### config.mk
export PLATFORM = sky130hd
export DESIGN_NAME = uart_tx_scheduler
export DESIGN_NICKNAME = d
export VERILOG_FILES = /design/src/rtl/uart_pkg.sv /design/src/rtl/uart_rr_arbiter.sv /design/src/rtl/uart_tx_scheduler.sv
export SDC_FILE = /design/constraint.sdc
export NUM_CORES = 1
export LEC_CHECK = 0
export BUFFER_PORTS_ARGS = -buffer_cell sky130_fd_sc_hd__buf_4
export CELL_PAD_IN_SITES_DETAIL_PLACEMENT = 1
export CELL_PAD_IN_SITES_GLOBAL_PLACEMENT = 2
export CORE_ASPECT_RATIO = 1.25
export CORE_MARGIN = 2
export CORE_UTILIZATION = 33
export CTS_CLUSTER_DIAMETER = 120
export DETAILED_ROUTE_END_ITERATION = 8
export PLACE_DENSITY = 0.94
export RECOVER_POWER = 25
export SLEW_MARGIN = 20
export SYNTH_ARGS = -nofsm -noshare
export SYNTH_HDL_FRONTEND = slang
export SYNTH_SLANG_ARGS = --single-unit
### constraint.sdc
create_clock -name clk -period 6.1 [get_ports clk]
set_clock_uncertainty 0.15 [all_clocks]
set_input_delay 0.61 -clock clk [delete_from_list [all_inputs] [get_ports clk]]
set_output_delay 0.61 -clock clk [all_outputs]
set_load 0.02 [all_outputs]
### src/rtl/uart_pkg.sv
// Shared definitions for the UART transmit scheduler.
//   tx_state_e      : scheduler FSM state encoding (IDLE / WRITE / BUSY)
//   BAUD_DEFAULT    : baud code driven out of reset
//   DATA_W_DEFAULT  : default byte width, matches the transmitter's Tx_DATA
package uart_pkg;

  typedef enum logic [1:0] {
    ST_IDLE  = 2'd0,
    ST_WRITE = 2'd1,
    ST_BUSY  = 2'd2
  } tx_state_e;

  localparam logic [2:0] BAUD_DEFAULT   = 3'b111;
  localparam int         DATA_W_DEFAULT = 8;

endpackage

### src/rtl/uart_rr_arbiter.sv
// Combinational round-robin arbiter.
// Picks the first asserted request strictly after ptr, wrapping modulo NUM_REQ.
// The pointer register itself lives in the parent.
//   req         in   NUM_REQ          request vector
//   ptr         in   clog2(NUM_REQ)   last served requester
//   grant       out  NUM_REQ          one-hot winner (all zero when no request)
//   grant_idx   out  clog2(NUM_REQ)   winner index
//   grant_valid out  1                at least one request present
module uart_rr_arbiter #(
  parameter int NUM_REQ = 4
) (
  input  logic [NUM_REQ-1:0]         req,
  input  logic [$clog2(NUM_REQ)-1:0] ptr,
  output logic [NUM_REQ-1:0]         grant,
  output logic [$clog2(NUM_REQ)-1:0] grant_idx,
  output logic                       grant_valid
);

  localparam int IW = $clog2(NUM_REQ);

  always_comb begin
    logic [IW-1:0] cand;
    cand        = '0;
    grant       = '0;
    grant_idx   = '0;
    grant_valid = 1'b0;
    // Walk offsets from farthest to nearest so the nearest requester after
    // the pointer is the last one written and therefore wins.
    for (int off = NUM_REQ; off >= 1; off--) begin
      cand = IW'((int'(ptr) + off) % NUM_REQ);
      if (req[cand]) begin
        grant_idx   = cand;
        grant_valid = 1'b1;
      end
    end
    if (grant_valid) begin
      grant[grant_idx] = 1'b1;
    end
  end

endmodule

### src/rtl/uart_tx_scheduler.sv
// Shares one UART transmitter between NUM_REQ byte sources (round-robin),
// drives the Tx_EN/Tx_WR/Tx_DATA handshake, tracks Tx_BUSY and owns the
// baud_select register, which only changes between frames.
//   clk          in   system clock, rising edge
//   reset        in   asynchronous, active-low
//   req          in   per-requester level request
//   req_data     in   requester i byte at [i*DATA_W +: DATA_W]
//   ack          out  one-cycle pulse when the transmitter accepted a byte
//   cfg_wr       in   pulse: load baud_cfg
//   baud_cfg     in   new baud code
//   Tx_BUSY      in   transmitter busy
//   Tx_EN        out  transmitter enable
//   Tx_WR        out  write strobe
//   Tx_DATA      out  byte to transmitter
//   baud_select  out  baud code to transmitter and receiver
//   grant_id     out  current/last granted requester
//   err_timeout  out  sticky: a write was aborted
module uart_tx_scheduler
  import uart_pkg::*;
#(
  parameter int NUM_REQ    = 4,
  parameter int DATA_W     = DATA_W_DEFAULT,
  parameter int WR_TIMEOUT = 16
) (
  input  logic                       clk,
  input  logic                       reset,
  input  logic [NUM_REQ-1:0]         req,
  input  logic [NUM_REQ*DATA_W-1:0]  req_data,
  output logic [NUM_REQ-1:0]         ack,
  input  logic                       cfg_wr,
  input  logic [2:0]                 baud_cfg,
  input  logic                       Tx_BUSY,
  output logic                       Tx_EN,
  output logic                       Tx_WR,
  output logic [DATA_W-1:0]          Tx_DATA,
  output logic [2:0]                 baud_select,
  output logic [$clog2(NUM_REQ)-1:0] grant_id,
  output logic                       err_timeout
);

  localparam int IW = $clog2(NUM_REQ);
  localparam int CW = $clog2(WR_TIMEOUT + 1);

  // Unpack the flat data bus into one byte per requester.
  logic [DATA_W-1:0] req_bytes [NUM_REQ];
  for (genvar gi = 0; gi < NUM_REQ; gi++) begin : g_unpack
    assign req_bytes[gi] = req_data[gi*DATA_W +: DATA_W];
  end

  tx_state_e         state_q, state_d;
  logic              tx_en_q, tx_en_d;
  logic              tx_wr_q, tx_wr_d;
  logic [DATA_W-1:0] tx_data_q, tx_data_d;
  logic [NUM_REQ-1:0] ack_q, ack_d;
  logic [NUM_REQ-1:0] grant_oh_q, grant_oh_d;
  logic [IW-1:0]     grant_id_q, grant_id_d;
  logic [IW-1:0]     ptr_q, ptr_d;
  logic              err_q, err_d;
  logic [2:0]        baud_q, baud_d;
  logic              cfg_pend_q, cfg_pend_d;
  logic [2:0]        cfg_val_q, cfg_val_d;
  logic [CW-1:0]     cnt_q, cnt_d;

  logic [NUM_REQ-1:0] arb_grant;
  logic [IW-1:0]      arb_idx;
  logic               arb_valid;

  uart_rr_arbiter #(.NUM_REQ(NUM_REQ)) u_arb (
    .req         (req),
    .ptr         (ptr_q),
    .grant       (arb_grant),
    .grant_idx   (arb_idx),
    .grant_valid (arb_valid)
  );

  always_comb begin
    state_d    = state_q;
    tx_en_d    = 1'b1;
    tx_wr_d    = tx_wr_q;
    tx_data_d  = tx_data_q;
    ack_d      = '0;
    grant_oh_d = grant_oh_q;
    grant_id_d = grant_id_q;
    ptr_d      = ptr_q;
    err_d      = err_q;
    baud_d     = baud_q;
    cfg_pend_d = cfg_pend_q;
    cfg_val_d  = cfg_val_q;
    cnt_d      = cnt_q;

    // Mid-frame config writes are parked; the last one wins.
    if (cfg_wr && (state_q != ST_IDLE)) begin
      cfg_pend_d = 1'b1;
      cfg_val_d  = baud_cfg;
    end

    case (state_q)
      ST_IDLE: begin
        // Config always takes the IDLE cycle ahead of any grant, so the baud
        // code is settled before the next byte starts.
        if (cfg_pend_q || cfg_wr) begin
          baud_d     = cfg_wr ? baud_cfg : cfg_val_q;
          cfg_pend_d = 1'b0;
          err_d      = 1'b0;
        end else if (!Tx_BUSY && arb_valid) begin
          tx_data_d  = req_bytes[arb_idx];
          grant_id_d = arb_idx;
          grant_oh_d = arb_grant;
          tx_wr_d    = 1'b1;
          cnt_d      = '0;
          state_d    = ST_WRITE;
        end
      end
      ST_WRITE: begin
        if (Tx_BUSY) begin
          tx_wr_d = 1'b0;
          ack_d   = grant_oh_q;
          ptr_d   = grant_id_q;
          state_d = ST_BUSY;
        end else if (cnt_q == CW'(WR_TIMEOUT - 1)) begin
          // Abort; still advance the pointer so a dead requester cannot
          // monopolise the transmitter.
          tx_wr_d = 1'b0;
          err_d   = 1'b1;
          ptr_d   = grant_id_q;
          state_d = ST_IDLE;
        end else begin
          cnt_d = cnt_q + CW'(1);
        end
      end
      ST_BUSY: begin
        if (!Tx_BUSY) begin
          state_d = ST_IDLE;
        end
      end
      default: state_d = ST_IDLE;
    endcase
  end

  always_ff @(posedge clk or negedge reset) begin
    if (!reset) begin
      state_q    <= ST_IDLE;
      tx_en_q    <= 1'b0;
      tx_wr_q    <= 1'b0;
      tx_data_q  <= '0;
      ack_q      <= '0;
      grant_oh_q <= '0;
      grant_id_q <= '0;
      ptr_q      <= IW'(NUM_REQ - 1);
      err_q      <= 1'b0;
      baud_q     <= BAUD_DEFAULT;
      cfg_pend_q <= 1'b0;
      cfg_val_q  <= BAUD_DEFAULT;
      cnt_q      <= '0;
    end else begin
      state_q    <= state_d;
      tx_en_q    <= tx_en_d;
      tx_wr_q    <= tx_wr_d;
      tx_data_q  <= tx_data_d;
      ack_q      <= ack_d;
      grant_oh_q <= grant_oh_d;
      grant_id_q <= grant_id_d;
      ptr_q      <= ptr_d;
      err_q      <= err_d;
      baud_q     <= baud_d;
      cfg_pend_q <= cfg_pend_d;
      cfg_val_q  <= cfg_val_d;
      cnt_q      <= cnt_d;
    end
  end

  assign Tx_EN       = tx_en_q;
  assign Tx_WR       = tx_wr_q;
  assign Tx_DATA     = tx_data_q;
  assign ack         = ack_q;
  assign grant_id    = grant_id_q;
  assign baud_select = baud_q;
  assign err_timeout = err_q;

endmodule

# Word level (Yosys, flattened, before mapping)
# Index checks and enable logic that the tools add are counted.
# word_totals
word_cells,104
register_bits,37
# op_classes
bitwise,2
n_reduce_logical,16
n_addsub,5
n_lt_le_gt_ge,7
n_mux,50
eq_ne,11
# ops
op,count
$mux W2,11
$mux W5,4
$mux W1,19
$bmux W8 S2,1
$mux W8,2
$lt A2 B3 Y1 const B,5
$ne A2 B2 Y1 const B,7
$mux W4,3
$reduce_and A4 Y1,3
$pmux W5 S2,1
$bmux W1 S2,4
$pmux W2 S3,1
$reduce_bool A2 Y1,3
$add A5 B1 Y5 const B,1
$eq A5 B4 Y1 const B,1
$reduce_and A5 Y1,1
$add A2 B1 Y2 const B,2
$add A2 B2 Y2 const B,2
$pmux W1 S2,2
$reduce_and A2 Y1,2
$ge A3 B3 Y1 const B,1
$logic_and A1 B1 Y1,3
$mux W3,1
$ne A3 B3 Y1 const B,1
10 further kinds,10

# Longest topological paths before layout
# Gate-level depths: netlist of the first run.
# depth
depth_word,12
depth_mapped,8
mapped_depth_nobuf,8

# Hierarchy
# From an unflattened synthesis of the first run, not the netlist that was laid out.
# unflattened
cells_unflattened,150
area_unflattened_um2,1984.4
# by_module_without_submodules
module,n_inst,area_each_um2,cells_per_inst
uart_tx_scheduler,1,1765.4,118
uart_rr_arbiter,1,219.0,32

# Least setup slack after synthesis of the first run
# OpenSTA, ideal clock, no wires.
# synth_path
path_type,input port to flip-flop
from,input req[1]
to,register grant_oh_q[0]
path_slack_ns,4.078
setup_time_ns,0.121
t_arrival_ns,1.751
path_buffers,1
t_required_ns,5.829
stages,6
cell_sequence,or4_1 > and2_4 > nand2_8 > buf_6 > nor2_2 > a22o_1
# synth_via
elab_chain_len,11
word_cells_on_any_way,24
classes_between,order compare (2); mux (19); reduce/logical (3)
# synth_lines
element,line_no,rtl
"start, declared",uart_tx_scheduler.sv:27,"input logic [NUM_REQ-1:0] req,"
$bmux W1 S2,uart_rr_arbiter.sv:31,if (req[cand]) begin
$mux W1 (not written as such),uart_rr_arbiter.sv:31,
$mux W2 (4 in a row),uart_rr_arbiter.sv:31,
$lt A2 B3 Y1 (not written as such) or $ge A2 B1 Y1 (tied branches),uart_rr_arbiter.sv:37,grant[grant_idx] = 1'b1;
$logic_and A1 B1 Y1 (not written as such),uart_rr_arbiter.sv:37,
$mux W1 (not written as such),uart_rr_arbiter.sv:37,
$demux W1 S2,-,
$mux W4,uart_rr_arbiter.sv:36,if (grant_valid) begin
"end signal, assigned",uart_tx_scheduler.sv:161,grant_oh_q <= grant_oh_d;
"end, declared",uart_tx_scheduler.sv:55,"logic [NUM_REQ-1:0] grant_oh_q, grant_oh_d;"
# Several ways; a longest one is shown, not always the timed one. The select of a mux whose other input is x is not followed.
# A chain may end at the register's enable or synchronous reset.

# Worst setup path after layout of the first run
# layout_path
from,register cnt_q[0]
to,register cnt_q[3]
# layout_via
elab_chain_len,4
word_cells_on_any_way,7
classes_between,add/sub (1); eq/ne (2); mux (3); reduce/logical (1)
# layout_lines
element,line_no,rtl
"start, declared",uart_tx_scheduler.sv:62,"logic [CW-1:0] cnt_q, cnt_d;"
"start signal, assigned",uart_tx_scheduler.sv:168,cnt_q <= cnt_d;
$add A5 B1 Y5,uart_tx_scheduler.sv:128,cnt_d = cnt_q + CW'(1);
$mux W5,uart_tx_scheduler.sv:120,end else if (cnt_q == CW'(WR_TIMEOUT - 1)) begin
$mux W5,uart_tx_scheduler.sv:115,if (Tx_BUSY) begin
$pmux W5 S2,uart_tx_scheduler.sv:97,case (state_q)
# Several ways; a longest one is shown, not always the timed one. The select of a mux whose other input is x is not followed.

==> results.toml, run 1 <==
[layout]
layout-drive-gt1-share_pct = 38.2
final_nets = 293
areaGrowthSynthToFinish_pct = 31.2
diodes = 0

[logic_synthesis]
syn_area_mm2 = 0.00193
seq_area_frac_synth_pct = 48.5
avgSynthCellArea_um2 = 10.4
syn_nets = 230
ys_warn_count = 0
syn_inst = 185
synth_cell_types = 45
ys_ff_latch = 37

[critical_path]
worst_setup_path_start_kind = "register"
cp.required_ns = 6.15
reg2reg_slack_ns = 3.86
path_class = "register to register"
worstPathArrival_ns = 2.29
endpoint_kind = "register"
crit_fanout = 7

[place]
dp_hpwl_mm = 3.76
place_congestion = 0.821
port_buffers = 62

[sta]
fin_tns_setup_ns = 0
hold_ws_ns = 0.330
rsz0062_at_grt = "no"
finalSetupViolCount = 0
fin_crit_sh_pct = 36.7
tightest_slew_ns = 1.98
relSlewSlack_pct = -31.9
max_freq_ghz = 0.447
min_period_ns = 2.24
final_max_slew_viol_count = 38
finalHoldViolations = 0

[grt]
grt_max_degree = 38
use_met2_pct = 27.2
gr-usage-met1_pct = 18.5
grt_overflow = 0
grt_pass1_vias = 1644
use_met3_pct = 2.37
antenna_found_initial = 0
gr-usage-all-layers_pct = 15.4
grt_pass1_wl_mm = 7.72
grt_busiest_layer = "met2"

[floorplanning]
initial_core_util_pct = 33.6
design.core.area_mm2 = 0.00574
dieHeight_um = 89.5
pin_count = 63
fp.dieW_um = 72.4
std_cell_rows = 31
die-area_mm2 = 0.00648

[run_status]
status = "complete, but fails checks"
violations = "max-capacitance violations, max-slew violations"

[cts]
cts.sinks = 37
cts_root_buffer = "clkbuf_8"
tritoncts = "built"
cts_buffers = 5
cts_setup_buffers = 0
ctsResizeCount = 0
clk_latency_ns = 0.28
ctsLongestPathBuffers = 2
cts_max_level = 2
cts_hold_repair.buffers = 0
path_clk_slew_ns = 0.07

[route]
ant_nets = 0
drt_iter0_drc = 88
vias = 1673
avgRoutedWirePerCell_um = 15.3
firstDrtPassIters = 4
drcViolationCount = 0
via_per_inst = 5.31
wirelength_mm = 4.83

[hold_path]
hold_class = "register to register"

[power_and_ir_drop]
power.leakage_uw = 0.00119
p_total_uw = 986
p_per_area_mw_per_mm2 = 389
ir_drop_mv = 0.148

[job]
maxCapViolations = 1
## area by class of cell
cell class | count | area, um^2
Clock buffer | 6 | 82.6
Clock inverter | 2 | 13.8
Fill cell | 676 | 3210
Inverter | 4 | 15.0
Multi-Input combinational cell | 138 | 941
Sequential cell | 37 | 936
Tap cell | 66 | 82.6
Timing Repair Buffer | 62 | 462
## worst max-delay path, stage by stage, from the launching register on
cell and delay, ns:
dfrtp_1 0.44, ha_1 0.24, and3_1 0.19, ha_1 0.24, nor2b_1 0.13, a31o_1 0.14
nand2_2 0.11, or3_1 0.37, a21boi_1 0.16
## registers in the layout (all words and copies together) (netlist names), 2 cells and up
signal and flops:
cfg_val_q 3, baud_select 3, ptr_q 2, grant_id 2
ack 4, Tx_DATA 8, state_q 2, grant_oh_q 4
cnt_q 5
## layer usage
metal  wire (um)  part of all wire (%)  vias up
met5           0                     0        -
li1            -                     -      805
met4          89                   1.8        0
met3         190                   3.9        8
met1        2040                    42      816
met2        2510                    52       44
## worst paths after layout
check                                    from             to  cells after the start
worst min register to register  grant_oh_q[3]  grant_oh_q[3]                      2
max in group asynchronous               reset     cfg_pend_q                      1
worst max register to register       cnt_q[0]       cnt_q[3]                      8
worst max-delay path                 cnt_q[0]       cnt_q[3]                      8
min in group asynchronous               reset       cnt_q[1]                      1
worst min-delay path            grant_oh_q[3]  grant_oh_q[3]                      2
## cells in the final DEF, fill, tap and decap left out, types with 6 or more instances in the layout
cell type  Yosys  layout
dfrtp_1       29      29
mux2i_1       11      11
dfstp_2        8       8
nand2_1       19      19
o31ai_1        6       6
clkbuf_8       0       6
o21ai_0       12      12
mux2_2         8       8
buf_4          0      61
nor2_1         7       7
o21ai_1        7       7
a21oi_1        7       7
## per-stage QoR
step / area (um^2) / util (%) / std cells / setup slack, ns
after floorplan: 1930 / - / 185 / 4.08
after global placement: 2440 / 42.5 / 307 / 3.84
after detailed placement: 2440 / 42.5 / 307 / 3.79
after CTS: 2540 / 44.2 / 315 / 3.85
after global routing: 2530 / 44.1 / 315 / 3.54
final: 2530 / 44.1 / 315 / 3.86
## synth_stat cells (all sizes together)
| library cell | n | area share, % |
|---|---|---|
| nor4 | 1 | 0.32 |
| a21oi | 8 | 2.3 |
| buf | 3 | 1.4 |
| dfstp | 8 | 11 |
| nor2 | 8 | 1.7 |
| o31ai | 6 | 2.3 |
| a21o | 1 | 0.39 |
| a211o | 5 | 2.3 |
| or2 | 1 | 0.32 |
| or4 | 1 | 0.39 |
| clkbuf | 3 | 0.58 |
| o21ai | 19 | 4.9 |
| nand4 | 5 | 1.6 |
| nor2b | 4 | 1.7 |
| dfrtp | 29 | 38 |
| a31o | 1 | 0.45 |
| o221a | 1 | 0.58 |
| nand3 | 4 | 1.0 |
| conb | 1 | 0.19 |
| o21a | 3 | 1.2 |
| and2 | 1 | 0.45 |
| ha | 2 | 1.3 |
| nand2b | 2 | 0.65 |
| xor2 | 1 | 0.45 |
| a22o | 2 | 0.91 |
| o22ai | 5 | 1.6 |
| inv | 4 | 0.78 |
| or3 | 1 | 0.32 |
| mux2 | 8 | 4.7 |
| nand3b | 1 | 0.39 |
| mux2i | 11 | 5.7 |
| a21boi | 1 | 0.39 |
| nor3 | 3 | 1.6 |
| and3 | 5 | 1.6 |
| nand2 | 21 | 5.1 |
| o211ai | 5 | 1.9 |
## kinds of logic after synthesis
logic type | share of synthesized area, %
buf+inv | 2.79
mux | 10.4
xor+xnor | 0.454
flops | 48.5
other cells | 0.194
fa+ha+maj | 1.30
simple gates | 17.2
compound gates | 19.2
## report_power, final
group / switching (uW) / total (uW) / internal [uW]
Clock: 86.0 / 178 / 91.5
Combinational: 218 / 402 / 184
Sequential: 64.2 / 406 / 342
Note: power is estimated with default switching activity, not from simulation.
==> run 2: changes to the inputs <==
--- a/config.mk
+++ b/config.mk
@@ -10,10 +10,10 @@
 export CELL_PAD_IN_SITES_GLOBAL_PLACEMENT = 2
 export CORE_ASPECT_RATIO = 1.25
 export CORE_MARGIN = 2
-export CORE_UTILIZATION = 33
+export CORE_UTILIZATION = 27
 export CTS_CLUSTER_DIAMETER = 120
 export DETAILED_ROUTE_END_ITERATION = 8
-export PLACE_DENSITY = 0.94
+export PLACE_DENSITY = 0.83
 export RECOVER_POWER = 25
 export SLEW_MARGIN = 20
 export SYNTH_ARGS = -nofsm -noshare
==> constraint.sdc (replaced) <==
create_clock -name clk -period 2 [get_ports clk]
set_clock_uncertainty 0.15 [all_clocks]
set_input_delay 0.2 -clock clk [delete_from_list [all_inputs] [get_ports clk]]
set_output_delay 0.2 -clock clk [all_outputs]
set_load 0.02 [all_outputs]
==> run 2 against run 1 <==
  * The flow now finishes without violations
  * Worst hold slack worse by 0.32 ns
  * Sequential share of layout area is 2.9 points lower
  * Wire length grew 7.2%
  * Register-to-register slack got worse by 3.8 ns
  * Critical path depth stayed put
  * Via count up 3.4%
  * First-iteration DRC count down 38%
  * Critical path type unchanged
==> results.toml, run 2 (synthesis results as in run 1) <==
[grt]
grt_pass1_vias = 1852
grt_pass1_wl_mm = 8.70
use_met3_pct = 2.66
grt_busiest_layer = "met2"
grt_overflow = 0
antenna_found_initial = 0
grt_max_degree = 38
gr-usage-met1_pct = 16.7
use_met2_pct = 24.2
gr-usage-all-layers_pct = 13.9

[cts]
cts_max_level = 2
ctsLongestPathBuffers = 2
cts_buffers = 5
cts_root_buffer = "clkbuf_8"
tritoncts = "built"
clk_latency_ns = 0.29
path_clk_slew_ns = 0.08
cts.sinks = 37

[sta]
tightest_slew_ns = 0.912
relSlewSlack_pct = 39.2
fin_crit_sh_pct = 96.0
finalHoldViolations = 0
finalSetupViolCount = 0
fin_tns_setup_ns = 0
final_max_slew_viol_count = 0
rsz0062_at_grt = "yes"
hold_ws_ns = 0.00921
min_period_ns = 1.92
max_freq_ghz = 0.521

[layout]
diodes = 0
layout-drive-gt1-share_pct = 42.4
largest_reg_flops = 8
final_nets = 308
mostFrequentLayoutCell = "buf_4"
final_cell_mix = "buf_4, dfrtp_1, nand2_1"
areaGrowthSynthToFinish_pct = 42.2
stdcell_count = 354

[place]
place_inst = 340
port_buffers = 62
dp_hpwl_mm = 3.95
place_congestion = 0.771

[route]
ant_nets = 0
avgRoutedWirePerCell_um = 14.6
firstDrtPassIters = 4
via_per_inst = 4.89
vias = 1730
wirelength_mm = 5.18
drcViolationCount = 0
drt_iter0_drc = 55

[power_and_ir_drop]
intPower_uw = 2190
seq_power_share_pct = 36.8
power_frac_comb_pct = 40.4
ir_drop_mv = 0.444
clkPwrFrac_pct = 22.8
switching_share_pct = 34.6
p_per_area_mw_per_mm2 = 1220
p_switching_uw = 1160
power.leakage_uw = 0.00128

[hold_path]
hold_class = "primary input to register"

[floorplanning]
std_cell_rows = 34
design.core.area_mm2 = 0.00693
dieHeight_um = 98.5
die-area_mm2 = 0.00785
fp.dieW_um = 79.6
pin_count = 63
initial_core_util_pct = 27.8

[run_status]
status = "finished clean"

[critical_path]
crit_fanout = 2
cp.required_ns = 2.06
worstPathArrival_ns = 1.98
worst_setup_path_start_kind = "register"
path_class = "register to register"
endpoint_kind = "register"

[job]
maxCapViolations = 0
==> run 2: path summary, 6_finish.rpt <==
| check | slack [ns] | end | cells past startpoint | startpoint |
|---|---|---|---|---|
| max | 0.08 | cnt_q[3] | 8 | cnt_q[0] |
| min | 0.009 | cfg_val_q[1] | 2 | baud_cfg[1] |
| max reg2reg | 0.08 | cnt_q[3] | 8 | cnt_q[0] |
| min reg2reg | 0.34 | grant_oh_q[2] | 2 | grant_oh_q[2] |
| max in group asynchronous | 0.70 | Tx_DATA[5] | 2 | reset |
| min in group asynchronous | 0.42 | cnt_q[3] | 2 | reset |
==> run 2: critical path, stage by stage, from the launching register on <==
cell,delay [ns]
dfrtp_1,0.38
ha_2,0.18
and3_1,0.18
ha_2,0.17
nor2b_1,0.11
a31o_1,0.15
nand2_2,0.07
or3_1,0.33
a21boi_1,0.13
==> run 2: power by group through the flow <==
stage	registers (uW)	clock network [uW]	logic, uW
2_1_floorplan	1350	0	682
3_3_place_gp	1230	0	1300
3_5_place_dp	1240	0	1330
4_1_cts	1230	787	1350
5_1_grt	1270	807	1480
6_report	1230	762	1350
==> run 2: routing by layer <==
layer,wire (um),up-vias
li1,-,835
met1,2110,836
met2,2690,51
met3,261,8
met4,114,0
met5,0,-
==> run 2: timing repair <==
action / in CTS / in global routing
endpoints found under the hold margin: 31 / 0
pin swaps: 0 / 2
setup endpoints to repair: 8 / 8
hold buffers: 3 / 0
buffers inserted: 1 / 2
gates cloned: 0 / 0
gates resized for setup: 1 / 3
==> run 2: area by class of cell <==
| type | count | area (um^2) |
|---|---|---|
| repair buffers | 77 | 583 |
| clock buffers | 5 | 68.8 |
| multi-input cells | 138 | 965 |
| flip-flops and latches | 37 | 936 |
| well taps | 90 | 113 |
| fillers | 776 | 4190 |
| inverters | 4 | 15.0 |
| clock inverters | 3 | 65.1 |
==> run 2: through the flow <==
stage	area (um^2)	power, uW	worst slack (ns)	utilization (%)
4_1_cts	2720	3380	0.0123	39.2
6_report	2750	3340	0.0806	39.6
3_3_place_gp	2540	2530	0.0543	36.6
5_1_grt	2750	3550	-0.0608	39.6
2_1_floorplan	1930	2040	0.0163	-
3_5_place_dp	2540	2570	-0.0324	36.6
